$ cat src/rtl/button_event_gen.sv
// button_event_gen: turns active-low push-button presses into bus read/write bursts.
// Revision 1.0 - initial release.
`default_nettype none

module button_event_gen #(
  parameter int                 SLAVE_LEN = 2,
  parameter int                 ADDR_LEN  = 12,
  parameter int                 DATA_LEN  = 8,
  parameter int                 NUM_BTN   = 4,
  parameter int                 BURST_LEN = 1,
  parameter int                 BASE_ADDR = 0,
  parameter logic [NUM_BTN-1:0] READ_MASK = 4'b1010,
  parameter int                 TIMEOUT   = 255,
  localparam int                CH_W      = (NUM_BTN > 1) ? $clog2(NUM_BTN) : 1
) (
  input  logic                 clk,
  input  logic                 reset,
  input  logic [NUM_BTN-1:0]   button,
  input  logic [SLAVE_LEN-1:0] slave_sw,
  input  logic [DATA_LEN-1:0]  data_sw,
  input  logic [DATA_LEN-1:0]  data_in,
  input  logic                 trans_done,
  output logic [1:0]           instruction,
  output logic [SLAVE_LEN-1:0] slave_select,
  output logic [ADDR_LEN-1:0]  address,
  output logic [DATA_LEN-1:0]  data_out,
  output logic [DATA_LEN-1:0]  rx_val,
  output logic                 busy,
  output logic                 error,
  output logic [CH_W-1:0]      active_ch
);

  localparam int BEAT_W = (BURST_LEN > 1) ? $clog2(BURST_LEN) : 1;
  localparam int WAIT_W = $clog2(TIMEOUT + 1);

  localparam logic [1:0] S_IDLE  = 2'd0;
  localparam logic [1:0] S_ISSUE = 2'd1;
  localparam logic [1:0] S_GAP   = 2'd2;

  logic [1:0]           r_state;
  logic [NUM_BTN-1:0]   r_sync1;
  logic [NUM_BTN-1:0]   r_sync2;
  logic [NUM_BTN-1:0]   r_prev;
  logic [CH_W-1:0]      r_ch;
  logic [SLAVE_LEN-1:0] r_slave;
  logic [ADDR_LEN-1:0]  r_addr;
  logic [DATA_LEN-1:0]  r_data;
  logic [DATA_LEN-1:0]  r_seed;
  logic [DATA_LEN-1:0]  r_rx;
  logic                 r_err;
  logic [BEAT_W-1:0]    r_beat;
  logic [WAIT_W-1:0]    r_wait;

  logic [NUM_BTN-1:0]   w_fall;
  logic                 w_any;
  logic [CH_W-1:0]      w_ch;
  logic                 w_last;
  logic                 w_timeout;
  logic                 w_read;

  function automatic logic [ADDR_LEN-1:0] f_addr(input logic [CH_W-1:0] ch,
                                                 input logic [BEAT_W-1:0] beat);
    return ADDR_LEN'(BASE_ADDR) + ADDR_LEN'(ch) * ADDR_LEN'(BURST_LEN) + ADDR_LEN'(beat);
  endfunction

  assign w_fall = r_prev & ~r_sync2;
  assign w_any  = |w_fall;

  // Scan from the top so the lowest-index falling edge wins.
  always_comb begin
    w_ch = '0;
    for (int i = NUM_BTN - 1; i >= 0; i--) begin
      if (w_fall[i]) w_ch = CH_W'(i);
    end
  end

  assign w_last    = (r_beat == BEAT_W'(BURST_LEN - 1));
  assign w_timeout = (r_wait == WAIT_W'(TIMEOUT - 1));
  assign w_read    = READ_MASK[r_ch];

  always_ff @(posedge clk or negedge reset) begin
    if (!reset) begin
      r_state <= S_IDLE;
      r_sync1 <= '1;
      r_sync2 <= '1;
      r_prev  <= '1;
      r_ch    <= '0;
      r_slave <= SLAVE_LEN'(1);
      r_addr  <= '0;
      r_data  <= '0;
      r_seed  <= '0;
      r_rx    <= '0;
      r_err   <= 1'b0;
      r_beat  <= '0;
      r_wait  <= '0;
    end else begin
      r_sync1 <= button;
      r_sync2 <= r_sync1;
      r_prev  <= r_sync2;
      case (r_state)
        S_IDLE: begin
          if (w_any) begin
            r_state <= S_ISSUE;
            r_ch    <= w_ch;
            r_slave <= slave_sw;
            r_seed  <= data_sw;
            r_data  <= data_sw;
            r_addr  <= f_addr(w_ch, BEAT_W'(0));
            r_beat  <= '0;
            r_wait  <= '0;
            r_err   <= 1'b0;
          end
        end
        S_ISSUE: begin
          if (trans_done) begin
            if (w_read) r_rx <= data_in;
            if (w_last) begin
              r_state <= S_IDLE;
            end else begin
              r_state <= S_GAP;
              r_beat  <= r_beat + BEAT_W'(1);
            end
          end else if (w_timeout) begin
            r_state <= S_IDLE;
            r_err   <= 1'b1;
          end else begin
            r_wait <= r_wait + WAIT_W'(1);
          end
        end
        S_GAP: begin
          // Beat counter already advanced; present the next beat's address/data.
          r_state <= S_ISSUE;
          r_wait  <= '0;
          r_addr  <= f_addr(r_ch, r_beat);
          r_data  <= r_seed + DATA_LEN'(r_beat);
        end
        default: r_state <= S_IDLE;
      endcase
    end
  end

  assign instruction  = (r_state == S_ISSUE) ? {1'b1, w_read} : 2'b00;
  assign busy         = (r_state != S_IDLE);
  assign slave_select = r_slave;
  assign address      = r_addr;
  assign data_out     = r_data;
  assign rx_val       = r_rx;
  assign error        = r_err;
  assign active_ch    = r_ch;

endmodule

`default_nettype wire
$ cat config.mk
export PLATFORM = sky130hd
export DESIGN_NAME = button_event_gen
export DESIGN_NICKNAME = d
export VERILOG_FILES = /design/src/rtl/button_event_gen.sv
export SDC_FILE = /design/constraint.sdc
export NUM_CORES = 1
export LEC_CHECK = 0
export BUFFER_PORTS_ARGS = -buffer_cell sky130_fd_sc_hd__buf_2
export CAP_MARGIN = 25
export CORE_UTILIZATION = 50
export DETAILED_ROUTE_END_ITERATION = 12
export PLACE_DENSITY_LB_ADDON = 0.1
export RECOVER_POWER = 25
export SETUP_SLACK_MARGIN = 0.05
export SYNTH_ARGS = -nofsm -noshare
export SYNTH_HDL_FRONTEND = slang
export SYNTH_SLANG_ARGS = --single-unit
$ cat constraint.sdc
create_clock -name clk -period 1.9 [get_ports clk]
set_input_delay 0 -clock clk [delete_from_list [all_inputs] [get_ports clk]]
set_output_delay 0 -clock clk [all_outputs]
set_load 0.05 [all_outputs]
==> results of run 1 <==
per-stage QoR:
stage               setup slack, ns  total power [mW]  utilization [%]  cell area, um2
floorplan                    0.0595              2.80                -            1960
detailed placement            0.347              3.10             58.8            2150
CTS                           0.329              3.74             67.7            2480
global placement              0.399              3.05             58.8            2150
global route                  0.263              3.88             67.2            2460
finish                        0.340              3.68             67.2            2460
metal layers:
metal / up-vias / part of all wire, % / global-route usage, %
met5: - / 0 / 0
met4: 0 / 1.5 / 7.67
met1: 630 / 43 / 24.3
met2: 55 / 49 / 31.8
met3: 5 / 6.8 / 5.54
li1: 622 / - / -
worst max-delay path, stage by stage (launching register included):
cell                       delay, ns
sky130_fd_sc_hd__dfstp_2        0.53
sky130_fd_sc_hd__nand2b_1       0.14
sky130_fd_sc_hd__a41o_1         0.22
sky130_fd_sc_hd__buf_4          0.20
sky130_fd_sc_hd__mux2_2         0.36
flip-flops by register name, summed over array words and instances, names as in the netlist:
register      count
error             1
r_wait            8
r_prev            4
r_state           1
slave_select      2
active_ch         2
r_sync2           4
r_sync1           4
rx_val            8
data_out          8
cells in the mapped netlist:
master and count:
sky130_fd_sc_hd__dfrtp_1 29, sky130_fd_sc_hd__nand3_1 17, sky130_fd_sc_hd__mux2_2 16, sky130_fd_sc_hd__buf_4 15, sky130_fd_sc_hd__dfstp_2 13, sky130_fd_sc_hd__nand2b_1 10
sky130_fd_sc_hd__nand2_1 5, sky130_fd_sc_hd__o311ai_4 5, sky130_fd_sc_hd__nor2_1 3, sky130_fd_sc_hd__a21oi_1 2, sky130_fd_sc_hd__clkbuf_1 2, sky130_fd_sc_hd__ha_1 2
sky130_fd_sc_hd__mux2_1 2, sky130_fd_sc_hd__nand3b_1 2, sky130_fd_sc_hd__o21ai_0 2, sky130_fd_sc_hd__o21ai_1 2, sky130_fd_sc_hd__a22o_1 1, sky130_fd_sc_hd__a41o_1 1
sky130_fd_sc_hd__and2_1 1, sky130_fd_sc_hd__and2_4 1, sky130_fd_sc_hd__and2b_4 1, sky130_fd_sc_hd__and3_1 1, sky130_fd_sc_hd__buf_12 1, sky130_fd_sc_hd__buf_2 1
sky130_fd_sc_hd__conb_1 1, sky130_fd_sc_hd__inv_1 1, sky130_fd_sc_hd__inv_2 1, sky130_fd_sc_hd__nand2b_4 1, sky130_fd_sc_hd__nand4_2 1, sky130_fd_sc_hd__nor2b_1 1
sky130_fd_sc_hd__o211ai_2 1, sky130_fd_sc_hd__o21ai_4 1, sky130_fd_sc_hd__or2_2 1
worst paths after layout:
path | start | to | slack, ns | cells after the start
worst max-delay path | r_sync2[1] | data_out[5] | 0.34 | 4
worst min-delay path | trans_done | error | 0.21 | 3
worst max register to register | r_sync2[1] | data_out[5] | 0.34 | 4
worst min register to register | r_sync1[3] | r_sync2[3] | 0.36 | 0
max in group asynchronous | reset | data_out[6] | 0.89 | 2
min in group asynchronous | reset | r_wait[5] | 0.40 | 2
kinds of logic after synthesis:
group           after synthesis  share of synthesized area (%)
flops                        42                           55.5
fa+ha+maj                     2                           1.30
buf+inv                      21                           7.94
simple gates                 45                           13.7
compound gates               15                           10.9
mux                          18                           10.5
other cells                   1                          0.195
final cells by class:
class	count	area (um2)	area share, %
Clock buffer	7	86.3	3.51
Timing Repair Buffer	77	493	20.0
Inverter	2	7.51	0.305
Clock inverter	1	8.76	0.356
Sequential cell	42	1070	43.4
Tap cell	48	60.1	2.44
Multi-Input combinational cell	90	738	30.0
repair_timing:
item                                   4_1_cts  5_1_grt
endpoints found under the hold margin       51        0
setup endpoints to repair                    0        0
hold buffers                                23        0
power by group through the flow:
stage	clock (mW)	sequential, mW	combinational (mW)
final	0.607	1.36	1.71
after global routing	0.663	1.40	1.81
after CTS	0.623	1.36	1.76
after detailed placement	0	1.37	1.73
after global placement	0	1.35	1.70
after floorplan	0	2.00	0.795
==> tab_implementation.tex, run 1 <==
\begin{tabular}{lr}
\hline
Metric & Value \\
\hline
\multicolumn{2}{l}{\textbf{Critical path}} \\
Crit path max fanout & 10 \\
Worst EP required & 2.08 ns \\
Critical path capture point type & flip-flop \\
Worst setup path category & reg2reg \\
Worst path arrival time & 1.74 ns \\
Sort of element at the start of the critical path & flip-flop \\
\multicolumn{2}{l}{\textbf{Logic synthesis}} \\
Largest area contributor in the synthesized netlist & sky130\_fd\_sc\_hd\_\_dfrtp\_1 \\
Cells after synthesis & 144 \\
Area of the mapped netlist & 1920 um2 \\
Register bit count reported by yosys & 42 \\
Portion of synthesized cell area occupied by the leading cell type & 37.7\% \\
Per-instance average area after synthesis & 13.4 um2 \\
Portion of the post-synthesis area used by sequential elements & 55.5\% \\
Leading post-synthesis cells by cell area & sky130\_fd\_sc\_hd\_\_dfrtp\_1, sky130\_fd\_sc\_hd\_\_dfstp\_2, sky130\_fd\_sc\_hd\_\_mux2\_2, sky130\_fd\_sc\_hd\_\_o311ai\_4, sky130\_fd\_sc\_hd\_\_buf\_4 \\
Number of distinct standard cells referenced by the synthesized netlist & 33 \\
Yosys warns & 0 \\
\multicolumn{2}{l}{\textbf{Run}} \\
Max Cap Viol & 0 \\
\multicolumn{2}{l}{\textbf{Clocking}} \\
Post-cts gate resize count & 0 \\
CTS tree & built \\
CTS HTree Levels & 2 \\
Number of clock sinks seen by CTS & 42 \\
Worst-Skew Late Latency & 0.29 ns \\
Number of buffers on the longest clock path & 2 \\
Clock root buffer master & sky130\_fd\_sc\_hd\_\_clkbuf\_8 \\
Inserted Clock Buffers & 5 \\
Clock slew at the register clock pins of the worst setup and hold paths & 0.08 ns \\
Number of buffers inserted to repair setup after CTS & 0 \\
\multicolumn{2}{l}{\textbf{Timing}} \\
Min Tclk post-route & 1.56 ns \\
Slew at the pin with the worst max-slew slack & 1.00 ns \\
Final Hold Violating Endpoints & 0 \\
Rel. slew slack & 33.1\% \\
Setup\_tns & 0 ns \\
Period utilisation layout & 82.1\% \\
Unrepaired setup endpoints after global routing & false \\
Max-slew violation total from the final report & 0 \\
Setup skew after layout & 0.00335 ns \\
Final Hold Slack & 0.214 ns \\
Number of setup violations in the final report & 0 \\
Highest Clock Rate & 641 MHz \\
\multicolumn{2}{l}{\textbf{Power and ir drop}} \\
Switching power share of the total & 46.9\% \\
Part of the power in the clock network & 16.5\% \\
Switching power total & 1.73 mW \\
Part of the power in combinational logic & 46.5\% \\
Sequential cell fraction of total power & 37.0\% \\
Static Leak & 1.15 nW \\
Internal power consumption & 1.96 mW \\
Power density relative to cell area & 1500 nW/um2 \\
VDD IR-drop max & 0.000961 V \\
\multicolumn{2}{l}{\textbf{Route}} \\
Initial detailed-routing violation count & 58 \\
DR DRC count & 0 \\
Routed vias & 1312 \\
Final wirelength & 3480 um \\
Detailed-route wire length per cell & 13.0 um \\
Drt pass-1 iters & 4 \\
Via/cell ratio & 4.91 \\
Residual antenna-violating net count after detailed routing & 0 \\
\multicolumn{2}{l}{\textbf{Cells and area}} \\
Most common cell after layout, fill and taps aside & sky130\_fd\_sc\_hd\_\_buf\_2 \\
Count of inserted antenna diode cells & 0 \\
Synthesis-to-layout area growth & 28.0\% \\
Most frequent cells in the layout & sky130\_fd\_sc\_hd\_\_buf\_2, sky130\_fd\_sc\_hd\_\_dfrtp\_1, sky130\_fd\_sc\_hd\_\_dlygate4sd3\_1, sky130\_fd\_sc\_hd\_\_nand3\_1, sky130\_fd\_sc\_hd\_\_mux2\_2 \\
Number of fillers in the final layout & 275 \\
Non-filler instance count after layout & 267 \\
Layout cells sized above 1 & 40.6\% \\
Net total in the final layout & 245 \\
\multicolumn{2}{l}{\textbf{Global routing}} \\
Number of antenna violations at the first check in global routing & 0 \\
First-pass GRT wire length & 5970 um \\
Overflow left after global routing & 0 \\
Vias in the first global route & 1268 \\
Largest net degree at the start of global routing & 43 \\
Global Route Usage Sum & 19.5\% \\
\multicolumn{2}{l}{\textbf{Placement}} \\
RD Place Congestion & 0.777 \\
Port-buffer cells & 50 \\
Placed Cells & 236 \\
DP HPWL & 2280 um \\
\multicolumn{2}{l}{\textbf{Die}} \\
Die Outline Area & 4100 um2 \\
Number of placed I/O pins & 61 \\
Width of the die & 64.0 um \\
Vertical extent of the die & 64.0 um \\
Standard-cell rows & 22 \\
Effective utilization at floorplan & 52.5\% \\
Std-Cell Core Area & 3660 um2 \\
\multicolumn{2}{l}{\textbf{Hold path}} \\
Tightest Hold Check Type & in2reg \\
\multicolumn{2}{l}{\textbf{Status}} \\
Result of the run & finished, final reports clean \\
\hline
\end{tabular}
(Power assumes the default switching activity.)
==> run 2: changes to the inputs <==
==> constraint.sdc (replaced) <==
create_clock -name clk -period 1.6 [get_ports clk]
set_input_delay 0 -clock clk [delete_from_list [all_inputs] [get_ports clk]]
set_output_delay 0 -clock clk [all_outputs]
set_load 0.05 [all_outputs]
==> tab_implementation.tex, run 2 (same netlist as run 1, synthesis figures left out) <==
\begin{tabular}{lr}
\hline
Metric & Value \\
\hline
\multicolumn{2}{l}{\textbf{Die}} \\
Standard-cell rows & 22 (unchanged) \\
Die Outline Area & 4100 um2 (unchanged) \\
Vertical extent of the die & 64.0 um (unchanged) \\
Number of placed I/O pins & 61 (unchanged) \\
Effective utilization at floorplan & 52.5\% (unchanged) \\
Std-Cell Core Area & 3660 um2 (unchanged) \\
Width of the die & 64.0 um (unchanged) \\
\multicolumn{2}{l}{\textbf{Power and ir drop}} \\
Overall power of the completed layout & 4.58 mW (was 3.68 mW) \\
Power density relative to cell area & 1740 nW/um2 (was 1500 nW/um2) \\
VDD IR-drop max & 0.00113 V (was 0.000961 V) \\
Static Leak & 1.30 nW (was 1.15 nW) \\
\multicolumn{2}{l}{\textbf{Timing}} \\
Min Tclk post-route & 1.52 ns (was 1.56 ns) \\
Setup\_tns & 0 ns (unchanged) \\
Rel. slew slack & 31.9\% (was 33.1\%) \\
Period utilisation layout & 95.0\% (was 82.1\%) \\
Highest Clock Rate & 658 MHz (was 641 MHz) \\
Slew at the pin with the worst max-slew slack & 1.02 ns (was 1.00 ns) \\
Number of setup violations in the final report & 0 (unchanged) \\
Final Hold Violating Endpoints & 0 (unchanged) \\
Max-slew violation total from the final report & 0 (unchanged) \\
Setup skew after layout & 0.00349 ns (was 0.00335 ns) \\
Unrepaired setup endpoints after global routing & true (was false) \\
\multicolumn{2}{l}{\textbf{Run}} \\
Max Cap Viol & 0 (unchanged) \\
\multicolumn{2}{l}{\textbf{Placement}} \\
RD Place Congestion & 0.727 (was 0.777) \\
DP HPWL & 2430 um (was 2280 um) \\
Port-buffer cells & 50 (unchanged) \\
\multicolumn{2}{l}{\textbf{Hold path}} \\
Capture endpoint of the worst hold path & rx\_val[4] (was error) \\
Count of cells along the worst hold path & 3 (unchanged) \\
Tightest Hold Check Type & in2reg (unchanged) \\
Worst hold start & trans\_done (unchanged) \\
\multicolumn{2}{l}{\textbf{Global routing}} \\
Number of antenna violations at the first check in global routing & 0 (unchanged) \\
First-pass GRT wire length & 6220 um (was 5970 um) \\
Largest net degree at the start of global routing & 21 (was 43) \\
Vias in the first global route & 1375 (was 1268) \\
Overflow left after global routing & 0 (unchanged) \\
Global Route Usage Sum & 20.0\% (was 19.5\%) \\
\multicolumn{2}{l}{\textbf{Cells and area}} \\
Layout cells sized above 1 & 52.4\% (was 40.6\%) \\
Count of inserted antenna diode cells & 0 (unchanged) \\
Most frequent cells in the layout & sky130\_fd\_sc\_hd\_\_buf\_2, sky130\_fd\_sc\_hd\_\_dfrtp\_1, sky130\_fd\_sc\_hd\_\_dlygate4sd3\_1, sky130\_fd\_sc\_hd\_\_nand3\_1, sky130\_fd\_sc\_hd\_\_dfstp\_2 (was sky130\_fd\_sc\_hd\_\_buf\_2, sky130\_fd\_sc\_hd\_\_dfrtp\_1, sky130\_fd\_sc\_hd\_\_dlygate4sd3\_1, sky130\_fd\_sc\_hd\_\_nand3\_1, sky130\_fd\_sc\_hd\_\_mux2\_2) \\
Synthesis-to-layout area growth & 37.0\% (was 28.0\%) \\
Net total in the final layout & 251 (was 245) \\
Most common cell after layout, fill and taps aside & sky130\_fd\_sc\_hd\_\_buf\_2 (unchanged) \\
\multicolumn{2}{l}{\textbf{Route}} \\
Detailed-route wire length per cell & 13.8 um (was 13.0 um) \\
Final wirelength & 3770 um (was 3480 um) \\
Via/cell ratio & 5.01 (was 4.91) \\
DR DRC count & 0 (unchanged) \\
Routed vias & 1367 (was 1312) \\
Initial detailed-routing violation count & 51 (was 58) \\
Residual antenna-violating net count after detailed routing & 0 (unchanged) \\
Drt pass-1 iters & 4 (unchanged) \\
\multicolumn{2}{l}{\textbf{Clocking}} \\
Clock root buffer master & sky130\_fd\_sc\_hd\_\_clkbuf\_8 (unchanged) \\
Number of clock sinks seen by CTS & 42 (unchanged) \\
CTS HTree Levels & 2 (unchanged) \\
Inserted Clock Buffers & 5 (unchanged) \\
CTS tree & built (unchanged) \\
Clock slew at the register clock pins of the worst setup and hold paths & 0.08 ns (about the same) \\
Worst-Skew Late Latency & 0.29 ns (about the same) \\
Number of buffers on the longest clock path & 2 (unchanged) \\
\multicolumn{2}{l}{\textbf{Critical path}} \\
Worst-case reg-to-reg path depth & 4 (unchanged) \\
Worst EP required & 1.78 ns (was 2.08 ns) \\
Worst path arrival time & 1.70 ns (was 1.74 ns) \\
End of the worst register-to-register path & slave\_select[1] (was data\_out[5]) \\
Crit path max fanout & 5 (was 10) \\
Worst setup path category & reg2reg (unchanged) \\
Reg2reg start & r\_sync2[2] (was r\_sync2[1]) \\
Critical path capture point type & flip-flop (unchanged) \\
Sort of element at the start of the critical path & flip-flop (unchanged) \\
Register-to-Register Setup Slack & 0.08 ns (was 0.34 ns) \\
\multicolumn{2}{l}{\textbf{Status}} \\
Result of the run & finished, final reports clean (unchanged) \\
\hline
\end{tabular}
run 2: power by group:
group	internal, mW	switching, mW	total [mW]	leakage [nW]
clock	0.307	0.343	0.651	0.0452
combinational	0.774	1.52	2.29	0.757
sequential	1.39	0.246	1.64	0.495
run 2: metrics by stage:
step / util, % / setup slack (ns) / instances / instance area (um2) / hold WS, ns
2_1_floorplan: - / 0.0398 / 153 / 1970 / -0.296
3_3_place_gp: 60.0 / 0.107 / 239 / 2200 / -0.0580
3_5_place_dp: 60.0 / 0.0318 / 239 / 2200 / -0.0457
4_1_cts: 70.3 / 0.0548 / 271 / 2570 / 0.135
5_1_grt: 72.0 / 0.0273 / 273 / 2640 / 0.157
6_report: 72.0 / 0.0800 / 273 / 2640 / 0.136
run 2: worst max path at each step:
stage | from | end | slack [ns] | cells after the start
global route | r_wait[0] | r_wait[6] | 0.03 | 7
CTS | r_prev[0] | r_wait[6] | 0.05 | 4
global placement | r_sync2[1] | data_out[7] | 0.11 | 4
finish | r_sync2[2] | slave_select[1] | 0.08 | 4
detailed placement | r_sync2[2] | data_out[6] | 0.03 | 4
floorplan | r_state[0] | rx_val[0] | 0.04 | 4
run 2: critical path: stages, from the launching register on:
cell and delay (ns):
sky130_fd_sc_hd__dfstp_2 0.55, sky130_fd_sc_hd__nand2b_4 0.13, sky130_fd_sc_hd__a41o_4 0.30, sky130_fd_sc_hd__buf_16 0.14, sky130_fd_sc_hd__mux2_4 0.30
run 2: timing repair:
action,4_1_cts,5_1_grt
hold buffers,23,0
buffers inserted,0,1
endpoints found under the setup margin,9,12
pin swaps,1,3
cloned,1,1
endpoints found under the hold margin,40,0
gates resized for setup,6,12
run 2: layout make-up:
cell class | instances | area (um2)
flip-flops and latches | 42 | 1070
clock buffers | 6 | 72.6
inverters | 2 | 7.51
repair buffers | 82 | 587
fillers | 263 | 1030
multi-input cells | 91 | 826
clock inverters | 2 | 13.8
well taps | 48 | 60.1
run 2: layer usage:
| metal | GRT usage, % | vias to the layer above | wire length, um |
|---|---|---|---|
| li1 | - | 639 | - |
| met1 | 24.9 | 666 | 1580 |
| met2 | 34.8 | 56 | 1950 |
| met3 | 4.11 | 6 | 196 |
| met4 | 5.97 | 0 | 43 |
| met5 | 0 | - | 0 |
==> run 3: changes to the inputs <==
==> constraint.sdc (replaced) <==
create_clock -name clk -period 1.58 [get_ports clk]
set_input_delay 0 -clock clk [delete_from_list [all_inputs] [get_ports clk]]
set_output_delay 0 -clock clk [all_outputs]
set_load 0.05 [all_outputs]
==> tab_implementation.tex, run 3 (same netlist as run 1, synthesis figures left out) <==
\begin{tabular}{lr}
\hline
Metric & Value \\
\hline
\multicolumn{2}{l}{\textbf{Timing}} \\
Period utilisation layout & 98.4\% (was 95.0\%) \\
Max-slew violation total from the final report & 0 (unchanged) \\
Slew at the pin with the worst max-slew slack & 0.996 ns (was 1.02 ns) \\
Highest Clock Rate & 643 MHz (was 658 MHz) \\
Number of setup violations in the final report & 0 (unchanged) \\
Setup skew after layout & 0.00807 ns (was 0.00349 ns) \\
Min Tclk post-route & 1.55 ns (was 1.52 ns) \\
Final Hold Violating Endpoints & 0 (unchanged) \\
Unrepaired setup endpoints after global routing & true (unchanged) \\
Rel. slew slack & 33.6\% (was 31.9\%) \\
\multicolumn{2}{l}{\textbf{Cells and area}} \\
Layout cells sized above 1 & 54.7\% (was 52.4\%) \\
Most common cell after layout, fill and taps aside & sky130\_fd\_sc\_hd\_\_buf\_2 (unchanged) \\
Synthesis-to-layout area growth & 34.6\% (was 37.0\%) \\
Non-Filler Cell Area, Final & 2590 um2 (was 2640 um2) \\
Sequential cell area in the final layout & 1070 um2 (unchanged) \\
Number of fillers in the final layout & 280 (was 263) \\
Net total in the final layout & 249 (was 251) \\
Count of inserted antenna diode cells & 0 (unchanged) \\
Most frequent cells in the layout & sky130\_fd\_sc\_hd\_\_buf\_2, sky130\_fd\_sc\_hd\_\_dfrtp\_1, sky130\_fd\_sc\_hd\_\_dlygate4sd3\_1, sky130\_fd\_sc\_hd\_\_mux2\_2, sky130\_fd\_sc\_hd\_\_dfstp\_2 (was sky130\_fd\_sc\_hd\_\_buf\_2, sky130\_fd\_sc\_hd\_\_dfrtp\_1, sky130\_fd\_sc\_hd\_\_dlygate4sd3\_1, sky130\_fd\_sc\_hd\_\_nand3\_1, sky130\_fd\_sc\_hd\_\_dfstp\_2) \\
Area of the multi-input gates & 811 um2 (was 826 um2) \\
\multicolumn{2}{l}{\textbf{Critical path}} \\
Crit path max fanout & 7 (was 5) \\
Critical path capture point type & flip-flop (unchanged) \\
Worst path arrival time & 1.76 ns (was 1.70 ns) \\
Worst EP required & 1.78 ns (about the same) \\
Worst setup path category & reg2reg (unchanged) \\
Sort of element at the start of the critical path & flip-flop (unchanged) \\
\multicolumn{2}{l}{\textbf{Clocking}} \\
Inserted Clock Buffers & 5 (unchanged) \\
Clock root buffer master & sky130\_fd\_sc\_hd\_\_clkbuf\_8 (unchanged) \\
Number of clock sinks seen by CTS & 42 (unchanged) \\
CTS tree & built (unchanged) \\
Worst-Skew Late Latency & 0.29 ns (about the same) \\
Clock slew at the register clock pins of the worst setup and hold paths & 0.09 ns (was 0.08 ns) \\
CTS HTree Levels & 2 (unchanged) \\
Number of buffers on the longest clock path & 2 (unchanged) \\
\multicolumn{2}{l}{\textbf{Global routing}} \\
Largest net degree at the start of global routing & 43 (was 21) \\
Met1 track demand over resource & 23.6\% (was 24.9\%) \\
Global Route Usage Sum & 20.6\% (was 20.0\%) \\
First-pass GRT wire length & 6380 um (was 6220 um) \\
Global-route met2 utilization & 36.3\% (was 34.8\%) \\
Number of antenna violations at the first check in global routing & 0 (unchanged) \\
Vias in the first global route & 1425 (was 1375) \\
Met3 track utilization from global routing & 5.00\% (was 4.11\%) \\
Global route hottest layer & met2 (unchanged) \\
Overflow left after global routing & 0 (unchanged) \\
\multicolumn{2}{l}{\textbf{Route}} \\
Via/cell ratio & 4.99 (was 5.01) \\
DR DRC count & 0 (unchanged) \\
Final wirelength & 3750 um (was 3770 um) \\
Residual antenna-violating net count after detailed routing & 0 (unchanged) \\
Detailed-route wire length per cell & 13.8 um (about the same) \\
Drt pass-1 iters & 4 (unchanged) \\
Initial detailed-routing violation count & 26 (was 51) \\
Routed vias & 1352 (was 1367) \\
\multicolumn{2}{l}{\textbf{Die}} \\
Std-Cell Core Area & 3660 um2 (unchanged) \\
Width of the die & 64.0 um (unchanged) \\
Standard-cell rows & 22 (unchanged) \\
Die Outline Area & 4100 um2 (unchanged) \\
Number of placed I/O pins & 61 (unchanged) \\
Effective utilization at floorplan & 52.5\% (unchanged) \\
Vertical extent of the die & 64.0 um (unchanged) \\
\multicolumn{2}{l}{\textbf{Status}} \\
Result of the run & finished, final reports clean (unchanged) \\
\multicolumn{2}{l}{\textbf{Placement}} \\
RD Place Congestion & 0.815 (was 0.727) \\
Area post-placement & 2180 um2 (was 2200 um2) \\
DP HPWL & 2410 um (was 2430 um) \\
Port-buffer cells & 50 (unchanged) \\
\multicolumn{2}{l}{\textbf{Power and ir drop}} \\
Overall power of the completed layout & 4.58 mW (about the same) \\
Power density relative to cell area & 1770 nW/um2 (was 1740 nW/um2) \\
Static Leak & 1.25 nW (was 1.30 nW) \\
VDD IR-drop max & 0.00136 V (was 0.00113 V) \\
\multicolumn{2}{l}{\textbf{Hold path}} \\
Tightest Hold Check Type & in2reg (unchanged) \\
\multicolumn{2}{l}{\textbf{Run}} \\
Max Cap Viol & 0 (unchanged) \\
\hline
\end{tabular}
run 3: cell count changes in the layout (fill, tap and decap cells not counted), sizes merged:
cell / change
buf: -2
inv: +2
clkbuf: -1
clkinv: -1
run 3: layout make-up:
class / instances / share of cell area (%)
clock buffer: 5 / 2.66
inverter: 2 / 0.290
multi-input combinational: 91 / 31.3
clock inverter: 3 / 0.918
timing repair buffer: 80 / 21.2
sequential: 42 / 41.3
tap: 48 / 2.32
run 3: routing by layer:
layer | wire length (um) | vias to the layer above
met5 | 0 | -
met4 | 64 | 0
met3 | 172 | 8
met2 | 1990 | 60
met1 | 1520 | 650
li1 | - | 634
run 3: path summary, 6_finish.rpt:
check,from,endpoint,cells past startpoint,slack [ns]
setup / recovery,r_prev[0],r_wait[3],5,0.03
hold / removal,trans_done,rx_val[0],3,0.12
setup reg to reg,r_prev[0],r_wait[3],5,0.03
hold reg to reg,r_sync1[0],r_sync2[0],0,0.36
max in group asynchronous,reset,r_state[0],3,0.43
min in group asynchronous,reset,r_wait[5],3,0.48
run 3: what timing repair did:
item,in CTS,in global routing
hold buffers,23,0
gates cloned,1,0
buffers inserted,0,0
pin swaps,0,3
endpoints found under the hold margin,51,0
resized for setup,6,11
setup endpoints to repair,17,19
run 3: where the power goes:
| part | leakage (nW) | internal, mW | switching [mW] |
|---|---|---|---|
| registers | 0.495 | 1.41 | 0.250 |
| logic | 0.703 | 0.688 | 1.53 |
| clock network | 0.0491 | 0.320 | 0.386 |
| total | 1.25 | 2.42 | 2.17 |
run 3: through the flow:
stage | utilization, % | setup TNS, ns | setup WS, ns | cells | hold slack [ns]
2_1_floorplan | - | 0 | 0.0198 | 153 | -0.296
3_3_place_gp | 59.7 | 0 | 0.0883 | 239 | 0.0831
3_5_place_dp | 59.7 | 0 | 0.0227 | 239 | 0.0926
4_1_cts | 69.5 | 0 | 0.0188 | 271 | 0.122
5_1_grt | 70.7 | -0.278 | -0.0323 | 271 | 0.141
6_report | 70.7 | 0 | 0.0258 | 271 | 0.122
run 3: critical path, stage by stage (launching register included):
cell	delay, ns
sky130_fd_sc_hd__dfstp_2	0.55
sky130_fd_sc_hd__nand2b_4	0.06
sky130_fd_sc_hd__a41o_1	0.28
sky130_fd_sc_hd__buf_6	0.15
sky130_fd_sc_hd__and2_4	0.21
sky130_fd_sc_hd__o311ai_4	0.22
